[src/rtl/complement_serial_if.sv]
// Start/busy/done bus between a requester and complement_serial_unit.
// COMPLEMENT_ZERO_FLAG_EN adds the zero result flag.
interface complement_serial_if #(
  parameter int WIDTH = 6
);
  logic             start;
  logic [1:0]       mode;
  logic [WIDTH-1:0] data_in;
  logic             busy;
  logic             done;
  logic [WIDTH-1:0] result;
  logic             overflow;
`ifdef COMPLEMENT_ZERO_FLAG_EN
  logic             zero;

  modport master (output start, mode, data_in, input busy, done, result, overflow, zero);
  modport slave  (input start, mode, data_in, output busy, done, result, overflow, zero);
`else
  modport master (output start, mode, data_in, input busy, done, result, overflow);
  modport slave  (input start, mode, data_in, output busy, done, result, overflow);
`endif
endinterface

[src/rtl/complement_serial_unit.sv]
// Bit-serial pass / one's complement / two's complement / abs unit, LSB first.
// Optional macro COMPLEMENT_ZERO_FLAG_EN adds a serially accumulated zero flag.
module complement_serial_unit #(
  parameter int WIDTH = 6,
  parameter int CNT_W = 6
) (
  input  logic                clk,
  input  logic                rst_n,
  complement_serial_if.slave  bus
);

  localparam logic [CNT_W-1:0] LAST = CNT_W'(WIDTH - 1);

  typedef enum logic [1:0] {
    IDLE = 2'd0,
    RUN  = 2'd1,
    DONE = 2'd2
  } state_t;

  state_t                   state_q, state_d;
  logic                     accept;
  logic [WIDTH-1:0]         sh_q;
  logic [CNT_W-1:0]         cnt_q;
  logic                     carry_q;
  logic                     inv_q;
  logic                     ovf_pend_q;
  logic signed [WIDTH-1:0]  operand_s;
  logic                     neg;
  logic                     inv;
  logic                     bit_b;
  logic                     out_bit;
  logic [WIDTH-1:0]         sh_next;
  logic                     last_bit;

  function automatic logic is_most_neg(input logic [WIDTH-1:0] x);
    return x == {1'b1, {(WIDTH-1){1'b0}}};
  endfunction

  assign operand_s = signed'(bus.data_in);
  assign neg       = (bus.mode == 2'b10) | ((bus.mode == 2'b11) & (operand_s < 0));
  assign inv       = (bus.mode == 2'b01) | neg;

  // Single full-adder slice: invert-and-add-carry, one bit per clock
  assign bit_b    = sh_q[0] ^ inv_q;
  assign out_bit  = bit_b ^ carry_q;
  assign sh_next  = {out_bit, sh_q[WIDTH-1:1]};
  assign last_bit = (cnt_q == LAST);

  always_comb begin
    state_d = state_q;
    accept  = 1'b0;
    case (state_q)
      IDLE: begin
        if (bus.start) begin
          state_d = RUN;
          accept  = 1'b1;
        end
      end
      RUN: begin
        if (last_bit) state_d = DONE;
      end
      DONE: begin
        if (bus.start) begin
          state_d = RUN;
          accept  = 1'b1;
        end else begin
          state_d = IDLE;
        end
      end
      default: state_d = IDLE;
    endcase
  end

  always_ff @(posedge clk or negedge rst_n) begin
    if (!rst_n) state_q <= IDLE;
    else        state_q <= state_d;
  end

  always_ff @(posedge clk or negedge rst_n) begin
    if (!rst_n) begin
      sh_q         <= '0;
      cnt_q        <= '0;
      carry_q      <= 1'b0;
      inv_q        <= 1'b0;
      ovf_pend_q   <= 1'b0;
      bus.result   <= '0;
      bus.overflow <= 1'b0;
    end else if (accept) begin
      sh_q       <= bus.data_in;
      cnt_q      <= '0;
      carry_q    <= neg;
      inv_q      <= inv;
      ovf_pend_q <= neg & is_most_neg(bus.data_in);
    end else if (state_q == RUN) begin
      sh_q    <= sh_next;
      cnt_q   <= cnt_q + 1'b1;
      carry_q <= bit_b & carry_q;
      if (last_bit) begin
        bus.result   <= sh_next;
        bus.overflow <= ovf_pend_q;
      end
    end
  end

`ifdef COMPLEMENT_ZERO_FLAG_EN
  logic acc_q;

  // OR of every out bit seen so far; zero is its complement at the final bit
  always_ff @(posedge clk or negedge rst_n) begin
    if (!rst_n) begin
      acc_q    <= 1'b0;
      bus.zero <= 1'b0;
    end else if (accept) begin
      acc_q <= 1'b0;
    end else if (state_q == RUN) begin
      acc_q <= acc_q | out_bit;
      if (last_bit) bus.zero <= ~(acc_q | out_bit);
    end
  end
`endif

  assign bus.busy = (state_q == RUN);
  assign bus.done = (state_q == DONE);

endmodule

[src/flat_wrapper.sv]
// flat-port wrapper written by rule: the top's interface ports become plain ports
module complement_serial_unit_flat 
#(
  parameter int WIDTH = 6,
  parameter int CNT_W = 6
)
  (clk, rst_n, bus_start, bus_mode, bus_data_in, bus_busy, bus_done, bus_result, bus_overflow);
  complement_serial_if #(.WIDTH(WIDTH)) bus_i ();
  input  logic clk;
  input  logic rst_n;
  input wire logic [$bits(bus_i.start)-1:0] bus_start;
  input wire logic [$bits(bus_i.mode)-1:0] bus_mode;
  input wire logic [$bits(bus_i.data_in)-1:0] bus_data_in;
  output wire logic [$bits(bus_i.busy)-1:0] bus_busy;
  output wire logic [$bits(bus_i.done)-1:0] bus_done;
  output wire logic [$bits(bus_i.result)-1:0] bus_result;
  output wire logic [$bits(bus_i.overflow)-1:0] bus_overflow;
  assign bus_i.start = bus_start;
  assign bus_i.mode = bus_mode;
  assign bus_i.data_in = bus_data_in;
  assign bus_busy = bus_i.busy;
  assign bus_done = bus_i.done;
  assign bus_result = bus_i.result;
  assign bus_overflow = bus_i.overflow;
  complement_serial_unit #(.WIDTH(WIDTH), .CNT_W(CNT_W)) u_core (.clk(clk), .rst_n(rst_n), .bus(bus_i));
endmodule
[config.mk]
export PLATFORM = sky130hd
export DESIGN_NAME = complement_serial_unit_flat
export DESIGN_NICKNAME = d
export VERILOG_FILES = /design/src/rtl/complement_serial_if.sv /design/src/rtl/complement_serial_unit.sv /design/src/flat_wrapper.sv
export SDC_FILE = /design/constraint.sdc
export NUM_CORES = 1
export LEC_CHECK = 0
export CAP_MARGIN = 20
export CORE_AREA = 5 5 64 49
export CTS_BUF_LIST = sky130_fd_sc_hd__clkbuf_4
export CTS_CLUSTER_DIAMETER = 30
export DETAILED_ROUTE_END_ITERATION = 8
export DIE_AREA = 0 0 69 54
export PLACE_DENSITY = 0.72
export SYNTH_ARGS = -nofsm -noshare
export SYNTH_HDL_FRONTEND = slang
export SYNTH_SLANG_ARGS = --single-unit
[constraint.sdc]
create_clock -name clk -period 2.1 [get_ports clk]
set_clock_uncertainty 0.1 [all_clocks]
set_input_delay 0.42 -clock clk [delete_from_list [all_inputs] [get_ports clk]]
set_output_delay 0.42 -clock clk [all_outputs]
set_load 0.01 [all_outputs]
==> implementation parameters, run 1 <==
Parameter                              Value

Status
  Status    finished clean

Floorplan
  Initial standard-cell utilization of the core    43.85%
  Standard cell core area    2562 µm²
  Die Span X    69 µm
  Number of placement rows    16
  Die Area    3726 µm²
  Vertical die dimension    54 µm
  Top-Level Pins    20

Timing
  Normalized max-slew margin    63.54%
  Fraction of the cycle the final worst path needs    95.93%
  RSZ-0062 raised after global routing    no
  Setup_tns    0 ps
  Worst slew pin tran    546.9 ps
  Achievable Freq    496.4 MHz
  Max-slew violation count    0
  Min Tclk post-route    2015 ps
  Final setup violating endpoints    0
  Total count of hold-check failures in the final report    0

Setup path
  Arrival time at the worst endpoint    1490 ps
  Biggest cell delay along the critical path    530 ps
  Crit path cell chain    nand2b_2 > inv_1 > clkdlybuf4s50_1
  Kind of start point of the critical path    register
  Cell with the largest stage delay on the worst path    clkdlybuf4s50_1
  Crit path buf inv count    2
  Crit path capture type    output pin
  Req. time, crit path    1580 ps
  Crit path kind    reg2out
  Top fanout value on the critical path    2
  Crit path max-delay family    buffers and inverters

Run
  Reported max-cap violation count    0

Clocking
  Total of hold buffers inserted after clock tree synthesis    0
  Post_cts resized    0
  Num Clock Sinks    24
  TritonCTS clock tree    done
  Post-CTS repair timing setup buffer count    0
  Number of H-tree levels    1
  Latest clock arrival within the worst-skew pair    320 ps
  Root buffer cell    clkbuf_4
  Clock transition at path regs    140 ps
  Maximum buffer depth of the clock tree    2
  Total clock buffers created by CTS    3

Global route
  Overall global routing resource usage    12.82%
  Largest net degree at the start of global routing    25
  Antenna violations before repair    0
  Overflow after GRT    0
  Vias in the first global route    796
  Global-route wire length before repair    3.753 mm

Logic synthesis
  Post-synth top area cell    dfrtp_1
  Top cells by area in the synthesized netlist    dfrtp_1, mux2_2, a22oi_1, nand2_1, mux2i_1
  Number of unique standard cell types used by synthesis    27
  Number of storage elements in the synthesis netlist    24
  Sequential area share after synthesis    53.45%
  Number of instances in the synthesized netlist    96
  Post-synth net total    110
  Netlist area before placement    1124 µm²
  Mean Syn Cell Area    11.70 µm²
  Count of warnings emitted by yosys    0
  Top cell type's share of synthesized area    53.45%

Finish
  Synth-to-layout area growth    24.50%
  Count of antenna diodes in the layout    0
  Utilization after layout    54.59%
  Post-route cell area    1399 µm²
  # nets final    134
  Layout cell share with drive strength beyond 1    15.97%

Min path
  Worst min-delay path class    in2async

Placed design
  Post-DP HPWL    1.597 mm
  Gp weighted congestion    0.8240
  DP Area    1373 µm²
  Number of buffer cells added on primary ports    19

Power
  Max IR drop VDD    0.4744 mV
  Pwr Density    651.7 nW/µm²
  Lkg Pwr    0.0006967 µW

Detailed routing
  Final ANT Viol Nets    0
  Avg Vias per Cell    5.239
  Count of unresolved DRC violations after routing    0
  Number of vias in the routed layout    812
  Total wire length after detailed routing    2.214 mm
  First drt pass iteration count    4
  Mean routed wirelength per cell    14.28 µm
  Number of design-rule violations left by the first detailed-router iteration    48
-- per-stage QoR --
step           instances  setup WS, ps  total power, µW  hold WS [ps]
6_report             155         85.44            911.7         336.2
5_1_grt              155         18.91            957.4         364.3
4_1_cts              155         59.19            921.0         340.3
3_5_place_dp         151         291.2            708.7         373.3
3_3_place_gp         151         308.6            706.3         368.6
2_1_floorplan         96         701.1            645.2         24.41
-- worst reg2reg max path, cell delays in order, from the launching register on --
cell	delay, ps
dfrtp_1	390
nand2b_2	180
inv_1	70
buf_4	190
nand4b_4	220
mux2_4	350
-- flip-flops by register name, summed over array words and instances (netlist names) --
signal               cells
u_core.bus.result        6
u_core.sh_q              6
u_core.carry_q           1
u_core.inv_q             1
u_core.ovf_pend_q        1
u_core.state_q           2
u_core.cnt_q             6
u_core.bus.overflow      1
-- cell families (layout without fill, tap and decap cells) --
group	Yosys count	in the layout	synth area share, %
mux	12	12	12.25
fa+ha+maj	3	3	3.341
flops	24	24	53.45
simple gates	35	35	18.71
xor+xnor	2	2	1.559
compound gates	13	13	8.241
buf+inv	7	30	2.449
-- cells in the final DEF, fill, tap and decap left out --
| cell | instances |
|---|---|
| dfrtp_1 | 24 |
| mux2i_1 | 4 |
| nor2b_1 | 2 |
| and3_1 | 1 |
| xnor2_1 | 1 |
| a22oi_1 | 6 |
| xor2_1 | 1 |
| nand3_1 | 8 |
| ha_1 | 3 |
| a221o_1 | 1 |
| mux2_4 | 2 |
| nand2b_2 | 1 |
| inv_1 | 3 |
| a22o_1 | 1 |
| nand2b_1 | 2 |
| o21ai_0 | 4 |
| nand4_1 | 3 |
| nand4b_4 | 1 |
| nor2_1 | 2 |
| nor3_1 | 2 |
| o2bb2ai_1 | 1 |
| nand2_1 | 11 |
| clkbuf_4 | 3 |
| nor3b_4 | 1 |
| clkdlybuf4s50_1 | 19 |
| and3b_2 | 1 |
| clkinv_1 | 1 |
| buf_4 | 4 |
| mux2_2 | 6 |
-- worst paths after layout --
| kind | cells past startpoint | end | slack [ps] | startpoint |
|---|---|---|---|---|
| setup / recovery | 3 | bus_busy | 90 | u_core.state_q[1] |
| hold / removal | 2 | u_core.state_q[0] | 340 | rst_n |
| setup reg to reg | 5 | u_core.bus.result[4] | 510 | u_core.state_q[1] |
| hold reg to reg | 2 | u_core.ovf_pend_q | 400 | u_core.ovf_pend_q |
| max in group asynchronous | 2 | u_core.bus.result[2] | 1330 | rst_n |
| min in group clk | 2 | u_core.ovf_pend_q | 400 | u_core.ovf_pend_q |
-- Yosys cell counts --
cell type  number
mux2_4          2
nor2_1          2
nand3_1         8
xnor2_1         1
o2bb2ai_1       1
a221o_1         1
ha_1            3
nand2_1        11
nand4b_4        1
xor2_1          1
nand2b_1        2
dfrtp_1        24
nor3_1          2
and3b_2         1
clkbuf_1        3
nand4_1         3
and3_1          1
nor3b_4         1
mux2_2          6
o21ai_0         4
inv_1           3
buf_2           1
nor2b_1         2
a22oi_1         6
mux2i_1         4
a22o_1          1
nand2b_2        1
-- routing by layer --
metal  vias to the layer above  track usage [%]  wire length, µm
met3                         4            4.664              105
li1                        389                -                -
met1                       397            16.44             1095
met4                         0            5.519               19
met2                        22            19.78              994
met5                         -                0                0
-- cell type report --
type | count | area (µm²)
Clock buffer | 3 | 22.52
Clock inverter | 1 | 3.754
Fill cell | 260 | 1164
Inverter | 3 | 11.26
Multi-Input combinational cell | 65 | 495.5
Sequential cell | 24 | 600.6
Tap cell | 36 | 45.04
Timing Repair Buffer | 23 | 220.2
-- power by group --
group / switching, µW / total, µW / internal, µW / leakage [µW]
Clock: 146 / 215 / 69.8 / 0.0000154
Combinational: 55.4 / 126 / 71.0 / 0.000366
Sequential: 47.5 / 570 / 522 / 0.000316
Total: 248 / 912 / 663 / 0.000697
No activity file was read; power rests on OpenSTA's default activity.
==> inputs of run 2 (changes only) <==
RECOVER_POWER = 100   (was not set)
REMOVE_ABC_BUFFERS = 1   (was not set)
==> implementation parameters, run 2 (synthesis results as in run 1) <==
Parameter                              Value

Timing
  Final setup violating endpoints    0 (unchanged)
  RSZ-0062 raised after global routing    no
  Max-slew violation count    0 (unchanged)
  Worst slew pin tran    1283 ps (+736.2 ps)
  Setup_tns    0 ps (unchanged)
  Total count of hold-check failures in the final report    0 (unchanged)
  Fraction of the cycle the final worst path needs    92.27% (-3.7 points)
  Achievable Freq    516.1 MHz (+4.0%)
  Normalized max-slew margin    14.46% (-49 points)
  Min Tclk post-route    1938 ps (-76.92 ps)

Finish
  Largest registers in the final layout    u_core.bus.result: 6 flops, u_core.cnt_q: 6 flops, u_core.sh_q: 6 flops
  Reg area    600.6 µm² (unchanged)
  Layout cell share with drive strength beyond 1    13.33% (-2.6 points)
  Area taken by multi-input logic gates    488.0 µm² (-1.5%)
  Synth-to-layout area growth    25.84%
  Number of fill cells    229 (-12%)
  Final instance count without filler cells    156 (+0.65%)
  Top library cells by usage in the layout, fill and taps aside    dfrtp_1, nand2_1, clkdlybuf4s50_1, dlygate4sd3_1, nand3_1
  Utilization after layout    55.18% (+0.59 points)
  Leading cell type in the layout, fill and taps excluded    dfrtp_1
  # nets final    135 (+0.75%)
  Count of antenna diodes in the layout    0 (unchanged)
  Post-route cell area    1414 µm² (+1.1%)

Detailed routing
  Number of vias in the routed layout    828 (+2.0%)
  Count of unresolved DRC violations after routing    0 (unchanged)
  Total wire length after detailed routing    2.306 mm (+4.2%)
  Avg Vias per Cell    5.308 (+1.3%)
  Final ANT Viol Nets    0 (unchanged)
  First drt pass iteration count    4 (unchanged)
  Number of design-rule violations left by the first detailed-router iteration    31 (-35%)
  Mean routed wirelength per cell    14.78 µm (+3.5%)

Clocking
  Root buffer cell    clkbuf_4
  Num Clock Sinks    24 (unchanged)
  Maximum buffer depth of the clock tree    2 (unchanged)
  Latest clock arrival within the worst-skew pair    330 ps (about the same)
  TritonCTS clock tree    done
  Number of H-tree levels    1 (unchanged)
  Total clock buffers created by CTS    3 (unchanged)
  Clock transition at path regs    140 ps (about the same)

Placed design
  Post-DP HPWL    1.678 mm (+5.0%)
  Number of cells after detailed placement    152 (+0.66%)
  Number of buffer cells added on primary ports    19 (unchanged)
  DP Area    1380 µm² (+0.55%)
  Gp weighted congestion    0.8255 (+0.18%)

Global route
  Largest net degree at the start of global routing    25 (unchanged)
  Overall global routing resource usage    13.47% (+0.65 points)
  Vias in the first global route    789 (-0.88%)
  Global-route wire length before repair    3.877 mm (+3.3%)
  Overflow after GRT    0 (unchanged)
  Antenna violations before repair    0 (unchanged)

Setup path
  Top fanout value on the critical path    4 (+2)
  Start point of the critical path    u_core.state_q[0]
  Critical register-to-register path endpoint    u_core.bus.result[5]
  Crit path capture type    output pin
  Cell with the largest stage delay on the worst path    clkdlybuf4s50_1
  Worst r2r src    u_core.state_q[1]
  Req. time, crit path    1580 ps (about the same)
  Kind of start point of the critical path    register
  Reg2Reg Depth    5 (unchanged)
  Biggest cell delay along the critical path    540 ps (about the same)
  Crit path cell chain    nor2b_1 > clkdlybuf4s50_1
  Crit path kind    reg2out
  Arrival time at the worst endpoint    1420 ps (-70 ps)
  Slack of the worst reg-to-reg path    460 ps (-50 ps)

Floorplan
  Die Span X    69 µm (unchanged)
  Top-Level Pins    20 (unchanged)
  Die Area    3726 µm² (unchanged)
  Initial standard-cell utilization of the core    43.85% (unchanged)
  Vertical die dimension    54 µm (unchanged)
  Standard cell core area    2562 µm² (unchanged)
  Number of placement rows    16 (unchanged)

Power
  Max IR drop VDD    0.4635 mV (-2.3%)
  Pwr Density    729.3 nW/µm² (+12%)
  Lkg Pwr    0.0007233 µW (+3.8%)

Min path
  Startpoint of the lowest-slack hold path    u_core.ovf_pend_q
  Hold worst-path end    u_core.ovf_pend_q
  Worst min-delay path class    reg2reg
  Hold Path Stages    2

Status
  Status    finished clean

Run
  Reported max-cap violation count    0 (unchanged)
run 2: cell types whose count changed in the layout (fill, tap and decap cells not counted), sizes merged:
| cell | before | now |
|---|---|---|
| clkdlybuf4s50 | 19 | 9 |
| dlygate4sd3 | 0 | 9 |
| clkbuf | 3 | 6 |
| buf | 4 | 2 |
| bufinv | 0 | 1 |
| clkdlybuf4s25 | 0 | 1 |
| clkinv | 1 | 0 |
run 2: power by group:
| part | internal, µW | switching [µW] | total [µW] |
|---|---|---|---|
| logic | 68.6 | 58.6 | 127 |
| registers | 522 | 44.7 | 567 |
| clock network | 193 | 144 | 337 |
run 2: worst max-delay path by stage:
| stage | endpoint | slack [ps] | cells after the start |
|---|---|---|---|
| floorplan | u_core.bus.result[4] | 400 | 4 |
| detailed placement | u_core.carry_q | 250 | 4 |
| global route | u_core.inv_q | 50 | 2 |
| finish | bus_done | 160 | 2 |
| CTS | bus_busy | 60 | 3 |
| global placement | u_core.carry_q | 300 | 4 |
run 2: area by class of cell:
class                   count  share of cell area [%]
clock buffers               3                   1.593
clock inverters             1                   2.124
inverters                   3                  0.7965
multi-input cells          65                   34.51
flip-flops and latches     24                   42.48
well taps                  36                   3.186
repair buffers             24                   15.31
run 2: worst max-delay path, delay by kind of cell (launching register included):
| kind | cells | cell delay, ps |
|---|---|---|
| flip-flops | 1 | 440 |
| buffers and inverters | 1 | 540 |
| AND/OR/NAND/NOR | 1 | 110 |
run 2: routing by layer:
| metal | track usage [%] | routed length, µm | vias to the layer above |
|---|---|---|---|
| met3 | 5.410 | 193 | 2 |
| li1 | - | - | 387 |
| met5 | 0 | 0 | - |
| met1 | 17.32 | 1089 | 405 |
| met4 | 4.221 | 28 | 0 |
| met2 | 21.04 | 994 | 34 |
run 2: timing repair:
item	4_1_cts	5_1_grt
hold buffers	0	0
setup endpoints to repair	0	1
setup buffers	0	0
hold endpoints to repair	0	0
gates resized for setup	0	1
run 2: through the flow:
step / hold WS (ps) / worst slack (ps) / power, µW
finish: 398.0 / 162.4 / 1031
global route: 420.9 / 45.25 / 1088
CTS: 353.8 / 58.62 / 1043
detailed placement: 374.3 / 251.0 / 708.4
global placement: 370.7 / 296.2 / 702.2
floorplan: 24.41 / 400.5 / 645.1
==> inputs of run 3 (changes only) <==
GPL_TIMING_DRIVEN = 0   (was not set)
==> implementation parameters, run 3 (synthesis results as in run 1) <==
Parameter                              Value

Finish
  Count of antenna diodes in the layout    0 (unchanged)
  Utilization after layout    54.64% (-0.54 points)
  Leading cell type in the layout, fill and taps excluded    dfrtp_1
  # nets final    133 (-1.5%)
  Largest registers in the final layout    u_core.bus.result: 6 flops, u_core.cnt_q: 6 flops, u_core.sh_q: 6 flops
  Synth-to-layout area growth    24.61%
  Reg area    600.6 µm² (unchanged)
  Layout cell share with drive strength beyond 1    13.56% (+0.23 points)
  Number of fill cells    249 (+8.7%)
  Top library cells by usage in the layout, fill and taps aside    dfrtp_1, nand2_1, dlygate4sd3_1
  Area taken by multi-input logic gates    478.0 µm² (-2.1%)

Clocking
  Total of hold buffers inserted after clock tree synthesis    0 (unchanged)
  Total clock buffers created by CTS    3 (unchanged)
  Number of H-tree levels    1 (unchanged)
  TritonCTS clock tree    done
  Num Clock Sinks    24 (unchanged)
  Clock transition at path regs    150 ps (about the same)
  Maximum buffer depth of the clock tree    2 (unchanged)
  Latest clock arrival within the worst-skew pair    330 ps (about the same)
  Root buffer cell    clkbuf_4

Power
  Switching Fraction    23.97% (about the same)
  Clock network power share    33.0% (+0.3 points)
  Internal cell power    783.5 µW (about the same)
  Portion of total power attributed to combinational logic    12.0% (-0.3 points)
  Seq pwr share    55.0% (about the same)
  Lkg Pwr    0.0006660 µW (-7.9%)
  Pwr Density    736.1 nW/µm² (+0.93%)
  Net switching power figure    247.1 µW (about the same)
  Max IR drop VDD    0.2780 mV (-40%)

Floorplan
  Die Span X    69 µm (unchanged)
  Standard cell core area    2562 µm² (unchanged)
  Number of placement rows    16 (unchanged)
  Initial standard-cell utilization of the core    43.85% (unchanged)
  Top-Level Pins    20 (unchanged)
  Vertical die dimension    54 µm (unchanged)
  Die Area    3726 µm² (unchanged)

Timing
  Min Tclk post-route    2003 ps (+64.87 ps)
  Minimum setup slack in the final design    97.49 ps (-64.87 ps)
  Achievable Freq    499.4 MHz (-3.2%)
  Total count of hold-check failures in the final report    0 (unchanged)
  Normalized max-slew margin    41.75% (+27 points)
  Worst slew pin tran    873.8 ps (-409.2 ps)
  Final setup violating endpoints    0 (unchanged)
  Setup_tns    0 ps (unchanged)
  Fraction of the cycle the final worst path needs    95.36% (+3.1 points)
  RSZ-0062 raised after global routing    no
  Max-slew violation count    0 (unchanged)

Status
  Status    finished clean

Global route
  Global-route wire length before repair    3.926 mm (+1.3%)
  Largest net degree at the start of global routing    25 (unchanged)
  Overflow after GRT    0 (unchanged)
  Antenna violations before repair    0 (unchanged)
  Overall global routing resource usage    13.63% (+0.15 points)
  Vias in the first global route    791 (+0.25%)

Placed design
  Worst slack, placed    -121.2 ps (-372.2 ps)
  Gp weighted congestion    0.8078 (-2.1%)
  Post-DP HPWL    1.596 mm (-4.9%)
  Number of buffer cells added on primary ports    19 (unchanged)

Setup path
  Reg2Reg Depth    5 (unchanged)
  Req. time, crit path    1580 ps (about the same)
  Crit path kind    reg2out
  Kind of start point of the critical path    register
  Crit path capture type    output pin
  Crit path cell chain    nand2b_4 > clkinvlp_4 > clkdlybuf4s50_1
  Biggest cell delay along the critical path    530 ps (about the same)
  Arrival time at the worst endpoint    1480 ps (+60 ps)
  Top fanout value on the critical path    2 (-2)
  Cell with the largest stage delay on the worst path    clkdlybuf4s50_1

Detailed routing
  Number of design-rule violations left by the first detailed-router iteration    70 (+130%)
  Final ANT Viol Nets    0 (unchanged)
  Total wire length after detailed routing    2.302 mm (-0.17%)
  Avg Vias per Cell    5.331 (+0.44%)
  Count of unresolved DRC violations after routing    0 (unchanged)
  First drt pass iteration count    4 (unchanged)
  Number of vias in the routed layout    821 (-0.85%)
  Mean routed wirelength per cell    14.95 µm (+1.1%)

Min path
  Worst min-delay path class    in2async

Run
  Reported max-cap violation count    0 (unchanged)
## run 3: repair_timing
item	4_1_cts	5_1_grt
hold endpoints to repair	0	0
setup endpoints to repair	1	0
resized for setup	2	0
setup buffers	2	0
## run 3: worst max-delay path: cells and delay by family, from the launching register on
| family | cells | cell delay, ps |
|---|---|---|
| flip-flops | 1 | 400 |
| AND/OR/NAND/NOR | 1 | 160 |
| buffers and inverters | 2 | 610 |
## run 3: metrics by stage
stage	hold slack, ps	power, µW	cell area (µm²)	instances
final	314.0	1031	1400	154
after global routing	340.0	1081	1400	154
after CTS	403.6	1033	1419	153
after detailed placement	372.8	702.8	1343	147
after global placement	367.9	695.6	1343	147
after floorplan	24.41	645.1	1107	92
## run 3: metal layers
metal,GRT usage [%],up-vias,wire length [µm]
li1,-,391,-
met1,17.16,400,1116
met2,22.63,25,1006
met3,2.985,5,124
met4,6.818,0,54
met5,0,-,0
## run 3: area by class of cell
cell class | count | share of cell area [%]
Timing Repair Buffer | 22 | 14.92
Sequential cell | 24 | 42.90
Inverter | 3 | 1.072
Multi-Input combinational cell | 65 | 34.14
Clock buffer | 3 | 1.609
Clock inverter | 1 | 2.145
Tap cell | 36 | 3.217
## run 3: worst paths after layout
check | start | to | slack (ps)
min reg2reg | u_core.ovf_pend_q | u_core.ovf_pend_q | 410
max reg2reg | u_core.state_q[1] | u_core.bus.result[5] | 170
min | rst_n | u_core.sh_q[2] | 310
min in group clk | u_core.ovf_pend_q | u_core.ovf_pend_q | 410
max in group asynchronous | rst_n | u_core.cnt_q[4] | 460
max | u_core.state_q[1] | bus_busy | 100
## run 3: power groups by stage
| stage | clock [µW] | sequential, µW | combinational (µW) |
|---|---|---|---|
| 3_5_place_dp | 0 | 576 | 127 |
| 3_3_place_gp | 0 | 575 | 121 |
| 5_1_grt | 360 | 578 | 143 |
| 6_report | 340 | 567 | 124 |
| 4_1_cts | 339 | 567 | 128 |
| 2_1_floorplan | 0 | 564 | 80.7 |
